--- config.mk ---
export PLATFORM = sky130hd
export DESIGN_NAME = seq_stream_producer_flat
export DESIGN_NICKNAME = d
export VERILOG_FILES = /design/src/rtl/stream_pkg.sv /design/src/rtl/seq_stream_producer_if.sv /design/src/rtl/stream_src_slot.sv /design/src/rtl/seq_stream_producer.sv /design/src/flat_wrapper.sv
export SDC_FILE = /design/constraint.sdc
export NUM_CORES = 1
export LEC_CHECK = 0
export ABC_AREA = 1
export BUFFER_PORTS_ARGS = -buffer_cell sky130_fd_sc_hd__buf_4
export CORE_ASPECT_RATIO = 0.5
export CORE_MARGIN = 2
export CORE_UTILIZATION = 30
export DETAILED_ROUTE_END_ITERATION = 7
export HOLD_SLACK_MARGIN = 0.03
export SETUP_SLACK_MARGIN = 0.1
export SLEW_MARGIN = 20
export SYNTH_ARGS = -nofsm -noshare
export SYNTH_HDL_FRONTEND = slang
export SYNTH_SLANG_ARGS = --single-unit
--- constraint.sdc ---
create_clock -name clk -period 2.72 [get_ports clk]
set_clock_uncertainty 0.05 [all_clocks]
set_input_delay 0.544 -clock clk [delete_from_list [all_inputs] [get_ports clk]]
set_output_delay 0.544 -clock clk [all_outputs]
set_load 0.02 [all_outputs]
--- src/rtl/stream_pkg.sv ---
`default_nettype none
// ============================================================================
// Module      : stream_pkg
// Description : Shared types and constants for the sequence stream producer:
//               FSM state encoding, distribution-mode constants and a helper
//               for sizing the channel index.
// Revision    : 1.0 - initial parametrised release
// ============================================================================
package stream_pkg;

  // Producer FSM states.
  typedef enum logic [1:0] {
    IDLE = 2'd0,
    SEND = 2'd1,
    FIN  = 2'd2
  } state_e;

  // Distribution modes (value of cfg_bcast).
  localparam logic MODE_RR    = 1'b0;
  localparam logic MODE_BCAST = 1'b1;

  // Index width for n channels; a single channel still needs one bit.
  function automatic int idx_width(input int n);
    return (n > 1) ? $clog2(n) : 1;
  endfunction

endpackage
`default_nettype wire

--- src/rtl/seq_stream_producer_if.sv ---
`default_nettype none
// ============================================================================
// Module      : seq_stream_producer_if
// Description : Bundle of CHANNELS stb/ack output streams sharing one data bus.
//   output_z      : channel c data at [c*WIDTH +: WIDTH]
//   output_z_stb  : per-channel valid (driven by master)
//   output_z_ack  : per-channel accept (driven by slave)
// Revision    : 1.0 - initial parametrised release
// ============================================================================
interface seq_stream_producer_if #(
  parameter int WIDTH    = 32,
  parameter int CHANNELS = 2
);
  logic [CHANNELS*WIDTH-1:0] output_z;
  logic [CHANNELS-1:0]       output_z_stb;
  logic [CHANNELS-1:0]       output_z_ack;

  modport master (output output_z, output output_z_stb, input output_z_ack);
  modport slave  (input  output_z, input  output_z_stb, output output_z_ack);
endinterface
`default_nettype wire

--- src/rtl/stream_src_slot.sv ---
`default_nettype none
// ============================================================================
// Module      : stream_src_slot
// Description : Per-channel strobe holder. Raises stb on load, drops it when
//               the channel's ack is seen (or on kill/rst).
//   clk, rst : clock, synchronous active-high reset
//   load     : assert stb from the next cycle
//   kill     : drop stb unconditionally (abort)
//   ack      : channel accept
//   stb      : channel valid
//   acked    : handshake completes at this edge (stb & ack)
// Revision    : 1.0 - initial parametrised release
// ============================================================================
module stream_src_slot (
  input  logic clk,
  input  logic rst,
  input  logic load,
  input  logic kill,
  input  logic ack,
  output logic stb,
  output logic acked
);

  assign acked = stb & ack;

  // load wins over the ack-clear so a single-channel round-robin can issue
  // back-to-back words on the same slot.
  always_ff @(posedge clk) begin
    if (rst)        stb <= 1'b0;
    else if (kill)  stb <= 1'b0;
    else if (load)  stb <= 1'b1;
    else if (acked) stb <= 1'b0;
  end

endmodule
`default_nettype wire

--- src/rtl/seq_stream_producer.sv ---
`default_nettype none
// ============================================================================
// Module      : seq_stream_producer
// Description : Emits the arithmetic sequence start, start+step, ... (count
//               words per pass) on CHANNELS stb/ack streams, round-robin or
//               broadcast, single-shot or looping until abort.
//   clk, rst      : clock, synchronous active-high reset
//   start, abort  : run request (ignored while busy) / run termination
//   cfg_*         : run configuration, latched on the accepted start
//   stream        : output stream bundle (master side)
//   busy, done    : run in progress / one-cycle completion pulse
// Revision    : 1.0 - initial parametrised release
// ============================================================================
module seq_stream_producer
  import stream_pkg::*;
#(
  parameter int WIDTH    = 32,
  parameter int CHANNELS = 2,
  parameter int COUNT_W  = 16
) (
  input  logic                 clk,
  input  logic                 rst,
  input  logic                 start,
  input  logic                 abort,
  input  logic [WIDTH-1:0]     cfg_start,
  input  logic [WIDTH-1:0]     cfg_step,
  input  logic [COUNT_W-1:0]   cfg_count,
  input  logic                 cfg_loop,
  input  logic                 cfg_bcast,
  seq_stream_producer_if.master stream,
  output logic                 busy,
  output logic                 done
);

  localparam int IDX_W = idx_width(CHANNELS);

  localparam logic [1:0] ST_IDLE = IDLE;
  localparam logic [1:0] ST_SEND = SEND;
  localparam logic [1:0] ST_FIN  = FIN;

  logic [1:0]          state;
  logic [WIDTH-1:0]    value;
  logic [WIDTH-1:0]    start_q;
  logic [WIDTH-1:0]    step_q;
  logic [COUNT_W-1:0]  count_q;
  logic [COUNT_W-1:0]  cnt;
  logic                loop_q;
  logic                bcast_q;
  logic [IDX_W-1:0]    idx;
  logic [IDX_W-1:0]    idx_next;

  logic [CHANNELS-1:0] stb;
  logic [CHANNELS-1:0] acked;
  logic [CHANNELS-1:0] load;
  logic                accept;
  logic                kill;
  logic                xfer;
  logic                last;

  assign accept   = (state == ST_IDLE) && start;
  assign kill     = (state == ST_SEND) && abort;
  assign idx_next = (idx == IDX_W'(CHANNELS - 1)) ? '0 : idx + 1'b1;

  // Compared one bit wider so cfg_count = 2^COUNT_W-1 cannot wrap.
  assign last = (({1'b0, cnt} + (COUNT_W+1)'(1)) == {1'b0, count_q});

  // Word completion: in broadcast every channel must have dropped its stb or
  // be acking now; in round-robin only the current channel matters.
  always_comb begin
    xfer = 1'b0;
    if ((state == ST_SEND) && !abort) begin
      if (bcast_q == MODE_BCAST) xfer = &(~stb | stream.output_z_ack);
      else                       xfer = acked[idx];
    end
  end

  // Which slots raise stb next cycle: on run start, or after a completed
  // word unless that word ended a non-looping run.
  always_comb begin
    load = '0;
    for (int c = 0; c < CHANNELS; c++) begin
      if (accept && (cfg_count != '0))
        load[c] = (cfg_bcast == MODE_BCAST) || (IDX_W'(c) == idx);
      else if (xfer && (loop_q || !last))
        load[c] = (bcast_q == MODE_BCAST) || (IDX_W'(c) == idx_next);
    end
  end

  for (genvar c = 0; c < CHANNELS; c++) begin : g_slot
    stream_src_slot u_slot (
      .clk   (clk),
      .rst   (rst),
      .load  (load[c]),
      .kill  (kill),
      .ack   (stream.output_z_ack[c]),
      .stb   (stb[c]),
      .acked (acked[c])
    );
  end

  assign stream.output_z     = {CHANNELS{value}};
  assign stream.output_z_stb = stb;

  always_ff @(posedge clk) begin
    if (rst) begin
      state   <= ST_IDLE;
      value   <= '0;
      start_q <= '0;
      step_q  <= '0;
      count_q <= '0;
      cnt     <= '0;
      loop_q  <= 1'b0;
      bcast_q <= MODE_RR;
      idx     <= '0;
      busy    <= 1'b0;
      done    <= 1'b0;
    end else begin
      done <= 1'b0;
      case (state)
        ST_IDLE: begin
          if (start) begin
            start_q <= cfg_start;
            step_q  <= cfg_step;
            count_q <= cfg_count;
            loop_q  <= cfg_loop;
            bcast_q <= cfg_bcast;
            value   <= cfg_start;
            cnt     <= '0;
            if (cfg_count != '0) begin
              state <= ST_SEND;
              busy  <= 1'b1;
            end else begin
              state <= ST_FIN;
              done  <= 1'b1;
            end
          end
        end
        ST_SEND: begin
          if (abort) begin
            state <= ST_IDLE;
            busy  <= 1'b0;
          end else if (xfer) begin
            if (bcast_q == MODE_RR) idx <= idx_next;
            if (last) begin
              if (loop_q) begin
                cnt   <= '0;
                value <= start_q;
              end else begin
                state <= ST_FIN;
                busy  <= 1'b0;
                done  <= 1'b1;
              end
            end else begin
              cnt   <= cnt + 1'b1;
              value <= value + step_q;
            end
          end
        end
        ST_FIN:  state <= ST_IDLE;
        default: state <= ST_IDLE;
      endcase
    end
  end

endmodule
`default_nettype wire

--- src/flat_wrapper.sv ---
// flat-port wrapper written by rule: the top's interface ports become plain ports
module seq_stream_producer_flat import stream_pkg::*;
#(
  parameter int WIDTH    = 32,
  parameter int CHANNELS = 2,
  parameter int COUNT_W  = 16
)
  (clk, rst, start, abort, cfg_start, cfg_step, cfg_count, cfg_loop, cfg_bcast, busy, done, stream_output_z, stream_output_z_stb, stream_output_z_ack);
  seq_stream_producer_if #(.WIDTH(WIDTH), .CHANNELS(CHANNELS)) stream_i ();
  input  logic clk;
  input  logic rst;
  input  logic start;
  input  logic abort;
  input  logic [WIDTH-1:0] cfg_start;
  input  logic [WIDTH-1:0] cfg_step;
  input  logic [COUNT_W-1:0] cfg_count;
  input  logic cfg_loop;
  input  logic cfg_bcast;
  output logic busy;
  output logic done;
  output wire logic [$bits(stream_i.output_z)-1:0] stream_output_z;
  output wire logic [$bits(stream_i.output_z_stb)-1:0] stream_output_z_stb;
  input wire logic [$bits(stream_i.output_z_ack)-1:0] stream_output_z_ack;
  assign stream_output_z = stream_i.output_z;
  assign stream_output_z_stb = stream_i.output_z_stb;
  assign stream_i.output_z_ack = stream_output_z_ack;
  seq_stream_producer #(.WIDTH(WIDTH), .CHANNELS(CHANNELS), .COUNT_W(COUNT_W)) u_core (.clk(clk), .rst(rst), .start(start), .abort(abort), .cfg_start(cfg_start), .cfg_step(cfg_step), .cfg_count(cfg_count), .cfg_loop(cfg_loop), .cfg_bcast(cfg_bcast), .stream(stream_i), .busy(busy), .done(done));
endmodule
======== Word-level counts from Yosys, hierarchy flattened ========
Index checks and enable logic that the tools add are counted.
cells by class
  shifts and indexed selects .............. 0
  multiply operators ...................... 0
  reduce and logical (&&, ||, !) cells .... 24
  $add $sub $neg .......................... 4
  magnitude comparators ................... 1
  eq/ne operators ......................... 10
  bitwise logic cells ..................... 8
  divide/modulo/power cells ............... 0
  mux-type cells .......................... 46
operators by type and width
  cell                                                              number
  32-bit two-way mux                                                5
  16-bit two-way mux                                                5
  32-bit case mux with 2 select lines                               1
  32-bit adder                                                      1
  16-bit case mux with 2 select lines                               1
  1-bit two-way mux                                                 25
  16-bit by 1-bit adder with 17-bit output (second input constant)  1
  17-bit by 16-bit == test with 1-bit output                        1
  16-bit by 1-bit adder with 16-bit output (second input constant)  1
  16-bit nonzero test                                               1
  2-bit two-way mux                                                 6
  3-bit by 2-bit != test with 1-bit output (second input constant)  3
  4-bit AND reduction                                               2
  2-bit != test (second input constant)                             3
  6-bit AND reduction                                               1
  2-bit nonzero test                                                3
  1-bit logical AND                                                 5
  1-bit logical OR                                                  5
  5-bit AND reduction                                               1
  1-bit inverter                                                    4
  1-bit case mux with 2 select lines                                2
  2-bit case mux with 2 select lines                                1
  2-bit AND reduction                                               2
  3-bit != test (second input constant)                             1
  other kinds (10)                                                  12
storage, ports and cells
  bits in writable memories ............... 0
  ROM bits ................................ 0
  memories ................................ 0
  register bits after elaboration ......... 137
  bits in latches ......................... 0
  output and inout bits ................... 68
  input bits .............................. 88

======== Depth between registers and ports, before layout ========
Gate-level depths: netlist (run 1).
  depth after elaboration ................. 9
  mapped depth ............................ 20
  mapped depth without buffers ............ 20

======== Cells and area by module ========
A second synthesis (run 1) with hierarchy kept.
second synthesis, totals
  cells, all modules ...................... 1485
  area total of the unflattened synthesis .. 9157.5 sq um
by module, submodules not included
  module               area each (sq um)  instances  cells each
  seq_stream_producer  9039.9             1          1465
  stream_src_slot      58.8               2          10

======== Worst setup path before layout (run 1) ========
No wires, ideal clock.
  kind .................................... register to register
  start ................................... register u_core.value[0]
  end ..................................... register u_core.value[18]
  period minus slack after synthesis ...... 2404 ps
  setup time .............................. 113 ps
  cell stages (with the launch flop) ...... 19
  arrival ................................. 2242 ps
  setup slack ............................. 316 ps
  cells stage by stage .................... dfxtp_1 > ha_1 > inv_1 > fa_1 > inv_1 > nand3_1 > nand2_1 > nand2_1 > nand2_1 > nand2_1 > nand2_1 > nand2_1 > o21ai_0 > xnor2_1 > nand2_1 > nand3_1 > nand2_1 > nor2_1 > nor2_1
between the ends
  cells in the longest elaborated chain, start to end .. 5
RTL lines
  element                              line                        source
  start, declared                      seq_stream_producer.sv:42   logic [WIDTH-1:0] value;
  start signal, assigned               seq_stream_producer.sv:127  value <= cfg_start;
  start signal, assigned               seq_stream_producer.sv:147  value <= start_q;
  start signal, assigned               seq_stream_producer.sv:155  value <= value + step_q;
  32-bit adder                         seq_stream_producer.sv:155
  32-bit two-way mux                   seq_stream_producer.sv:144  if (last) begin
  32-bit two-way mux                   seq_stream_producer.sv:142  end else if (xfer) begin
  32-bit two-way mux                   seq_stream_producer.sv:139  if (abort) begin
  32-bit case mux with 2 select lines  seq_stream_producer.sv:119  case (state)
No other way between the ends. The select of a mux whose other input is x is not followed.
A chain may end at the register's enable or synchronous reset.

======== Worst setup path in the final report (run 1) ========
  start ................................... register u_core.cnt[0]
  end ..................................... register u_core.value[17]
between the ends
  cells in the longest elaborated chain, start to end .. 6
  elaborated cells on any way between the ends .. 8
  classes of those cells .................. 1 x add/sub; 2 x eq/ne; 4 x mux; 1 x reduce/logical
RTL lines
  element                                       line                        source
  start, declared                               seq_stream_producer.sv:46   logic [COUNT_W-1:0] cnt;
  start signal, assigned                        seq_stream_producer.sv:154  cnt <= cnt + 1'b1;
  16-bit by 1-bit adder with 17-bit output *    seq_stream_producer.sv:65   assign last = (({1'b0, cnt} + (COUNT_W+1)'(1)) == {1'b0, count_q});
  17-bit by 16-bit == test with 1-bit output *  seq_stream_producer.sv:65
  32-bit two-way mux                            seq_stream_producer.sv:144
  32-bit two-way mux                            seq_stream_producer.sv:142
  32-bit two-way mux                            seq_stream_producer.sv:139
  32-bit case mux with 2 select lines           seq_stream_producer.sv:119
Every way passes the cells marked *; elsewhere a longest branch is shown, timed or not. The select of a mux whose other input is x is not followed.

==> impl_metrics.yaml, run 1 <==
run_status:
  status: "complete, no violations"
sta:
  whs_ns: 0.263
  final_max_slew_viol_count: 0
  slew_headroom_pct: 52.8
  tightestPinTransition_ns: 0.707
  setup_tns_ns: 0
  setup_violations: 0
  max_freq_ghz: 0.398
  layout_min_cycle_time_ns: 2.51
  rsz0062_at_grt: "yes"
  final.period_utilization_pct: 92.4
  hold_viol: 0
yosys:
  synthAdderAreaFrac_pct: 4.67
  synth_top_area_share_pct: 30.4
  synth_area_um2: 9010
  synth_top_family_by_area: "simple AND/OR/NAND/NOR gates"
  ys_seq_area_share_pct: 30.4
  synth_edf_count: 0
  synth-xor-area-share_pct: 2.94
  synth_fp_nets: 1582
  yosys-top-cells-area: "dfxtp_1 30%, nand2_1 15%, nor2_1 10%"
  synthCells: 1461
  synthMuxAreaShare_pct: 0
  async_flop_share_pct: 0
  synth_top_flop_cell: "dfxtp_1"
  synthSimpleGateAreaFrac_pct: 37.3
  synth_compound_area_share_pct: 12.6
  yosys.area.top_type: "dfxtp_1"
  yosys_register_bits: 137
  yosys_warnings: 0
  synth_cell_types: 37
  synth.avg_cell_area_um2: 6.17
layout:
  drive_gt1_share_pct: 19.8
  antenna_cells: 0
  finish.utilization_pct: 39.8
  fin_cells: 1990
  nets: 1707
  syn2layout_area_growth_pct: 29.5
detailed_routing:
  via_count: 9708
  drtAntennaViolNets: 0
  wirelength_um: 31800
  viasPerCell: 4.88
  drt_iter0_markers: 749
  drc: 0
  drtPass1Iterations: 7
  wire_per_inst_um: 16.0
die:
  ioPinCount: 156
  row_count: 44
  start_util_pct: 30.8
  die-area_um2: 31500
  dieWidth_um: 249
  core_um2: 29300
  die_h_um: 127
clock_tree:
  clkLatencyLatePin_ns: 0.44
  htree_num_levels: 4
  clockRootBuffer: "clkbuf_16"
  numCtsBuffers: 17
  hold_buffers: 0
  clk_path_buf_depth: 2
  clk_pin_slew_ns: 0.06
  cts_tree: "yes"
  clock_sinks: 137
placement:
  post-dp-hpwl_um: 21200
  portBuffers: 155
  routabilityCongestion: 0.929
  dp_cells: 1937
pwr:
  peakVddDrop_mv: 0.439
  power_per_cell_area_nw_per_um2: 593
  power.leakage_nw: 5.62
critical_path:
  arrival_ns: 2.79
  path_buf_inv: 1
  cp_top_family: "simple AND/OR/NAND/NOR gates"
  startpoint_type: "register"
  critPathCaptureType: "register"
  reg2reg_depth: 19
  path_cells: "ha_4, nand2_4, nor2_4, nand3_2, nand2_2, nand2_1, nand2_1, nand3_2, nor2_1, nand2_1, nor2_4, nand3_2, nand2_4, nand2_8, nand2_8, clkbuf_16, nand2_2, nand2_1, nor2_1"
  cp_data_required_time_ns: 3.00
  slowest_delay_ns: 0.36
  slowest_stage: "dfxtp_2"
  worst-path-max-fanout: 6
  rrSetupSlack_ns: 0.21
  crit_type: "register to register"
  path_common_cell: "nand2_1"
  crit_cells: 19
min_path:
  min_path_cells: 2
  min_path_type: "primary input to register"
grt:
  grt_usage_pct: 18.5
  antenna_found_initial: 0
  grt_max_degree: 73
  grt_pass1_wl_um: 46800
  grt_pass1_vias: 8866
  grt_overflow: 0
job:
  max_cap_violations: 0
[repair_timing]
item,in CTS,in global routing
setup buffers,0,6
endpoints found under the setup margin,1,51
cloned,0,15
resized for setup,1,84
pin swaps,0,27
[placed cells by master (no fill, tap or decap), types with 7 or more instances in the layout]
| cell | Yosys | final |
|---|---|---|
| nand2_4 | 2 | 7 |
| nor2_4 | 3 | 8 |
| nand2_1 | 368 | 332 |
| clkbuf_16 | 0 | 26 |
| nor2_1 | 250 | 242 |
| buf_4 | 35 | 179 |
| inv_1 | 140 | 138 |
| buf_6 | 4 | 7 |
| nand2_2 | 2 | 32 |
| nand3b_1 | 17 | 17 |
| nand3_1 | 122 | 115 |
| nand3_2 | 0 | 7 |
| nor2_2 | 5 | 8 |
| o21ai_0 | 112 | 110 |
| xor2_1 | 10 | 10 |
| ha_1 | 32 | 31 |
| nor4_1 | 7 | 7 |
| a21oi_1 | 89 | 88 |
| nand4_1 | 19 | 19 |
| dfxtp_1 | 137 | 129 |
| xnor2_1 | 15 | 15 |
[worst paths after layout]
check / from / endpoint
setup / recovery: u_core.cnt[0] / u_core.value[17]
hold / removal: rst / u_core.done
setup reg to reg: u_core.cnt[0] / u_core.value[17]
hold reg to reg: u_core.start_q[30] / u_core.start_q[30]
[synth_stat cells, drive strengths merged (7+ instances only)]
| master | instances |
|---|---|
| inv | 144 |
| nand4 | 19 |
| clkbuf | 40 |
| xnor2 | 15 |
| nand3 | 122 |
| o21ai | 112 |
| buf | 57 |
| a21oi | 89 |
| nor2 | 258 |
| nand2 | 372 |
| nor4 | 7 |
| dfxtp | 137 |
| nand3b | 17 |
| ha | 32 |
| xor2 | 10 |
[flip-flops by register name (all words and copies together), names as in the netlist]
| register | flops |
|---|---|
| u_core.count_q | 16 |
| u_core.start_q | 32 |
| u_core.busy | 1 |
| u_core.step_q | 32 |
| u_core.value | 32 |
| u_core.cnt | 16 |
| u_core.loop_q | 1 |
| u_core.g_slot.u_slot.stb | 2 |
| u_core.state | 2 |
| u_core.bcast_q | 1 |
| u_core.idx | 1 |
| u_core.done | 1 |
[kinds of logic (layout without fill, tap and decap cells)]
| group | after synthesis | after routing |
|---|---|---|
| simple gates | 803 | 805 |
| xor+xnor | 27 | 27 |
| buf+inv | 243 | 379 |
| compound gates | 218 | 218 |
| fa+ha+maj | 33 | 33 |
| flops | 137 | 137 |
[stage by stage]
stage	area [um^2]	worst slack [ns]	total power, W
floorplan	9010	0.316	0.00358
global placement	10400	0.118	0.00415
detailed placement	10400	0.128	0.00415
CTS	11100	0.118	0.00676
finish	11700	0.208	0.00692
global route	11700	0.0432	0.00726
[power by group]
group          internal (W)  leakage [nW]  switching, W
combinational      0.000783          4.18       0.00117
sequential          0.00219          1.14      0.000166
clock               0.00163         0.305      0.000982
[area by class of cell]
cell class / instances / area, um^2
fillers: 3098 / 17600
multi-input cells: 1083 / 5450
flip-flops and latches: 137 / 2760
repair buffers: 201 / 1770
inverters: 146 / 551
well taps: 391 / 489
clock buffers: 17 / 425
clock inverters: 15 / 225
[per-layer routing]
layer	up-vias	global-route usage, %	part of all wire, %	wire [um]
met3	31	3.16	5.8	1850
li1	4916	-	-	-
met1	4493	24.6	46	14700
met5	-	0	0	0
met4	0	4.32	1.3	410
met2	268	31.5	47	14800
No activity file was read; power rests on OpenSTA's default activity.
==> inputs of run 2 (changes only) <==
--- a/config.mk
+++ b/config.mk
@@ -9,9 +9,10 @@
 export BUFFER_PORTS_ARGS = -buffer_cell sky130_fd_sc_hd__buf_4
 export CORE_ASPECT_RATIO = 0.5
 export CORE_MARGIN = 2
-export CORE_UTILIZATION = 30
+export CORE_UTILIZATION = 49
 export DETAILED_ROUTE_END_ITERATION = 7
 export HOLD_SLACK_MARGIN = 0.03
+export PLACE_DENSITY = 0.71
 export SETUP_SLACK_MARGIN = 0.1
 export SLEW_MARGIN = 20
 export SYNTH_ARGS = -nofsm -noshare
==> impl_metrics.yaml, run 2 (synthesized netlist as in run 1, its figures left out) <==
sta:
  max_freq_ghz: 0.383
  final.period_utilization_pct: 96.0
  hold_viol: 0
  setup_ws_ns: 0.109
  rsz0062_at_grt: "yes"
  layout_min_cycle_time_ns: 2.61
  tightestPinTransition_ns: 0.688
  final_max_slew_viol_count: 0
  setup_violations: 0
  slew_headroom_pct: 54.1
die:
  start_util_pct: 50.9
  die_h_um: 99.9
  ioPinCount: 156
  dieWidth_um: 196
  core_um2: 17700
  row_count: 34
  die-area_um2: 19600
layout:
  mostFrequentLayoutCells: "334 x nand2_1, 242 x nor2_1, 185 x buf_4, 137 x inv_1, 128 x dfxtp_1"
  reg_top3: "u_core.start_q: 32 flops, u_core.step_q: 32 flops, u_core.value: 32 flops"
  fin_area_um2: 11500
  nets: 1713
  antenna_cells: 0
  fin_cells: 1837
  n_fill_cell: 1675
  drive_gt1_share_pct: 20.2
  syn2layout_area_growth_pct: 27.3
  final_common_cell: "nand2_1"
detailed_routing:
  viasPerCell: 5.46
  drc: 0
  drtAntennaViolNets: 0
  wirelength_um: 31700
  drt_iter0_markers: 735
  via_count: 10029
  wire_per_inst_um: 17.3
  drtPass1Iterations: 6
grt:
  grt_pass1_wl_um: 46800
  grt_usage_pct: 30.1
  grt_pass1_vias: 9181
  antenna_found_initial: 0
  grt_use_met3_pct: 4.94
  grt_overflow: 0
  busiest_layer: "met2"
  grt_use_met1_pct: 41.2
  grt_max_degree: 102
  grt.met2_usage_pct: 48.8
pwr:
  power_w: 0.00669
  peakVddDrop_mv: 0.466
  power_per_cell_area_nw_per_um2: 583
  power.leakage_nw: 5.64
critical_path:
  reg2reg_from: "u_core.cnt[1]"
  worst-path-max-fanout: 7
  startpoint_type: "register"
  slowest_delay_ns: 0.36
  reg2reg_to: "u_core.value[14]"
  rrSetupSlack_ns: 0.11
  path_common_cell: "nand2_1"
  slowest_stage: "dfxtp_2"
  reg2reg_depth: 17
  path_cells: "ha_4, nand2_4, nor2_4, nand4_1, nand3b_1, nand2_1, nor2_1, nand3_2, nor2_4, nand3_2, nand2_2, nand2_4, nand2_8, clkbuf_16, nand2_1, nand2_1, nor2_1"
  cp_top_family: "simple AND/OR/NAND/NOR gates"
  arrival_ns: 2.88
  crit_cells: 17
  cp_data_required_time_ns: 2.99
  startpoint: "u_core.cnt[1]"
  path_buf_inv: 1
  crit_type: "register to register"
  critPathCaptureType: "register"
placement:
  dpl-instance-area_um2: 10200
  portBuffers: 155
  post-dp-hpwl_um: 20700
  routabilityCongestion: 0.898
  post-place-ws_ns: 0.0636
  dp_cells: 1780
job:
  max_cap_violations: 0
clock_tree:
  clkLatencyLatePin_ns: 0.43
  clock_sinks: 137
  hold_buffers: 0
  clk_path_buf_depth: 2
  htree_num_levels: 4
  numCtsBuffers: 17
  clk_pin_slew_ns: 0.06
  cts_tree: "yes"
  clockRootBuffer: "clkbuf_16"
min_path:
  hold_end: "u_core.step_q[24]"
  worstHoldStart: "cfg_step[24]"
  min_path_cells: 3
  min_path_type: "primary input to register"
run_status:
  status: "complete, no violations"
run 2: area by class of cell:
type                    count  area (um^2)  area share [%]
multi-input cells        1082         5440            47.4
flip-flops and latches    137         2750            24.0
clock buffers              19          443            3.86
well taps                 234          293            2.55
clock inverters            11          126            1.10
inverters                 146          549            4.79
repair buffers            208         1860            16.2
run 2: power breakdown:
part	total (W)	switching, W	internal, W	leakage [nW]
logic	0.00201	0.00120	0.000812	4.24
clock network	0.00232	0.000954	0.00136	0.267
registers	0.00236	0.000169	0.00219	1.14
run 2: worst reg2reg max path, stage by stage, from the launching register on:
cell       delay [ns]
dfxtp_2          0.36
ha_4             0.17
nand2_4          0.07
nor2_4           0.21
nand4_1          0.20
nand3b_1         0.15
nand2_1          0.08
nor2_1           0.11
nand3_2          0.10
nor2_4           0.19
nand3_2          0.11
nand2_2          0.10
nand2_4          0.12
nand2_8          0.19
clkbuf_16        0.18
nand2_1          0.05
nand2_1          0.05
nor2_1           0.04
run 2: per-stage QoR:
| stage | utilization, % | hold WS (ns) | TNS, ns |
|---|---|---|---|
| after floorplan | - | 0.380 | 0 |
| after global placement | 57.7 | 0.389 | 0 |
| after detailed placement | 57.7 | 0.396 | 0 |
| after CTS | 61.6 | 0.275 | 0 |
| after global routing | 64.8 | 0.286 | -1.66 |
| final | 64.8 | 0.287 | 0 |
run 2: repair_timing:
action	CTS	global route
gates cloned	2	11
hold endpoints to repair	0	0
buffers inserted	4	10
endpoints found under the setup margin	29	51
pin swaps	4	27
gates resized for setup	12	77
run 2: worst max path at each step:
stage                                  end  slack [ns]
after global placement         u_core.done        0.06
after detailed placement       u_core.done        0.06
after CTS                   u_core.cnt[14]        0.09
after global routing        u_core.cnt[11]       -0.06
final                     u_core.value[14]        0.11
after floorplan           u_core.value[18]        0.32
run 2: layer usage:
metal	wire, um	vias up
met5	0	-
met4	795	0
met1	14500	4620
met2	13800	423
met3	2590	65
li1	-	4921
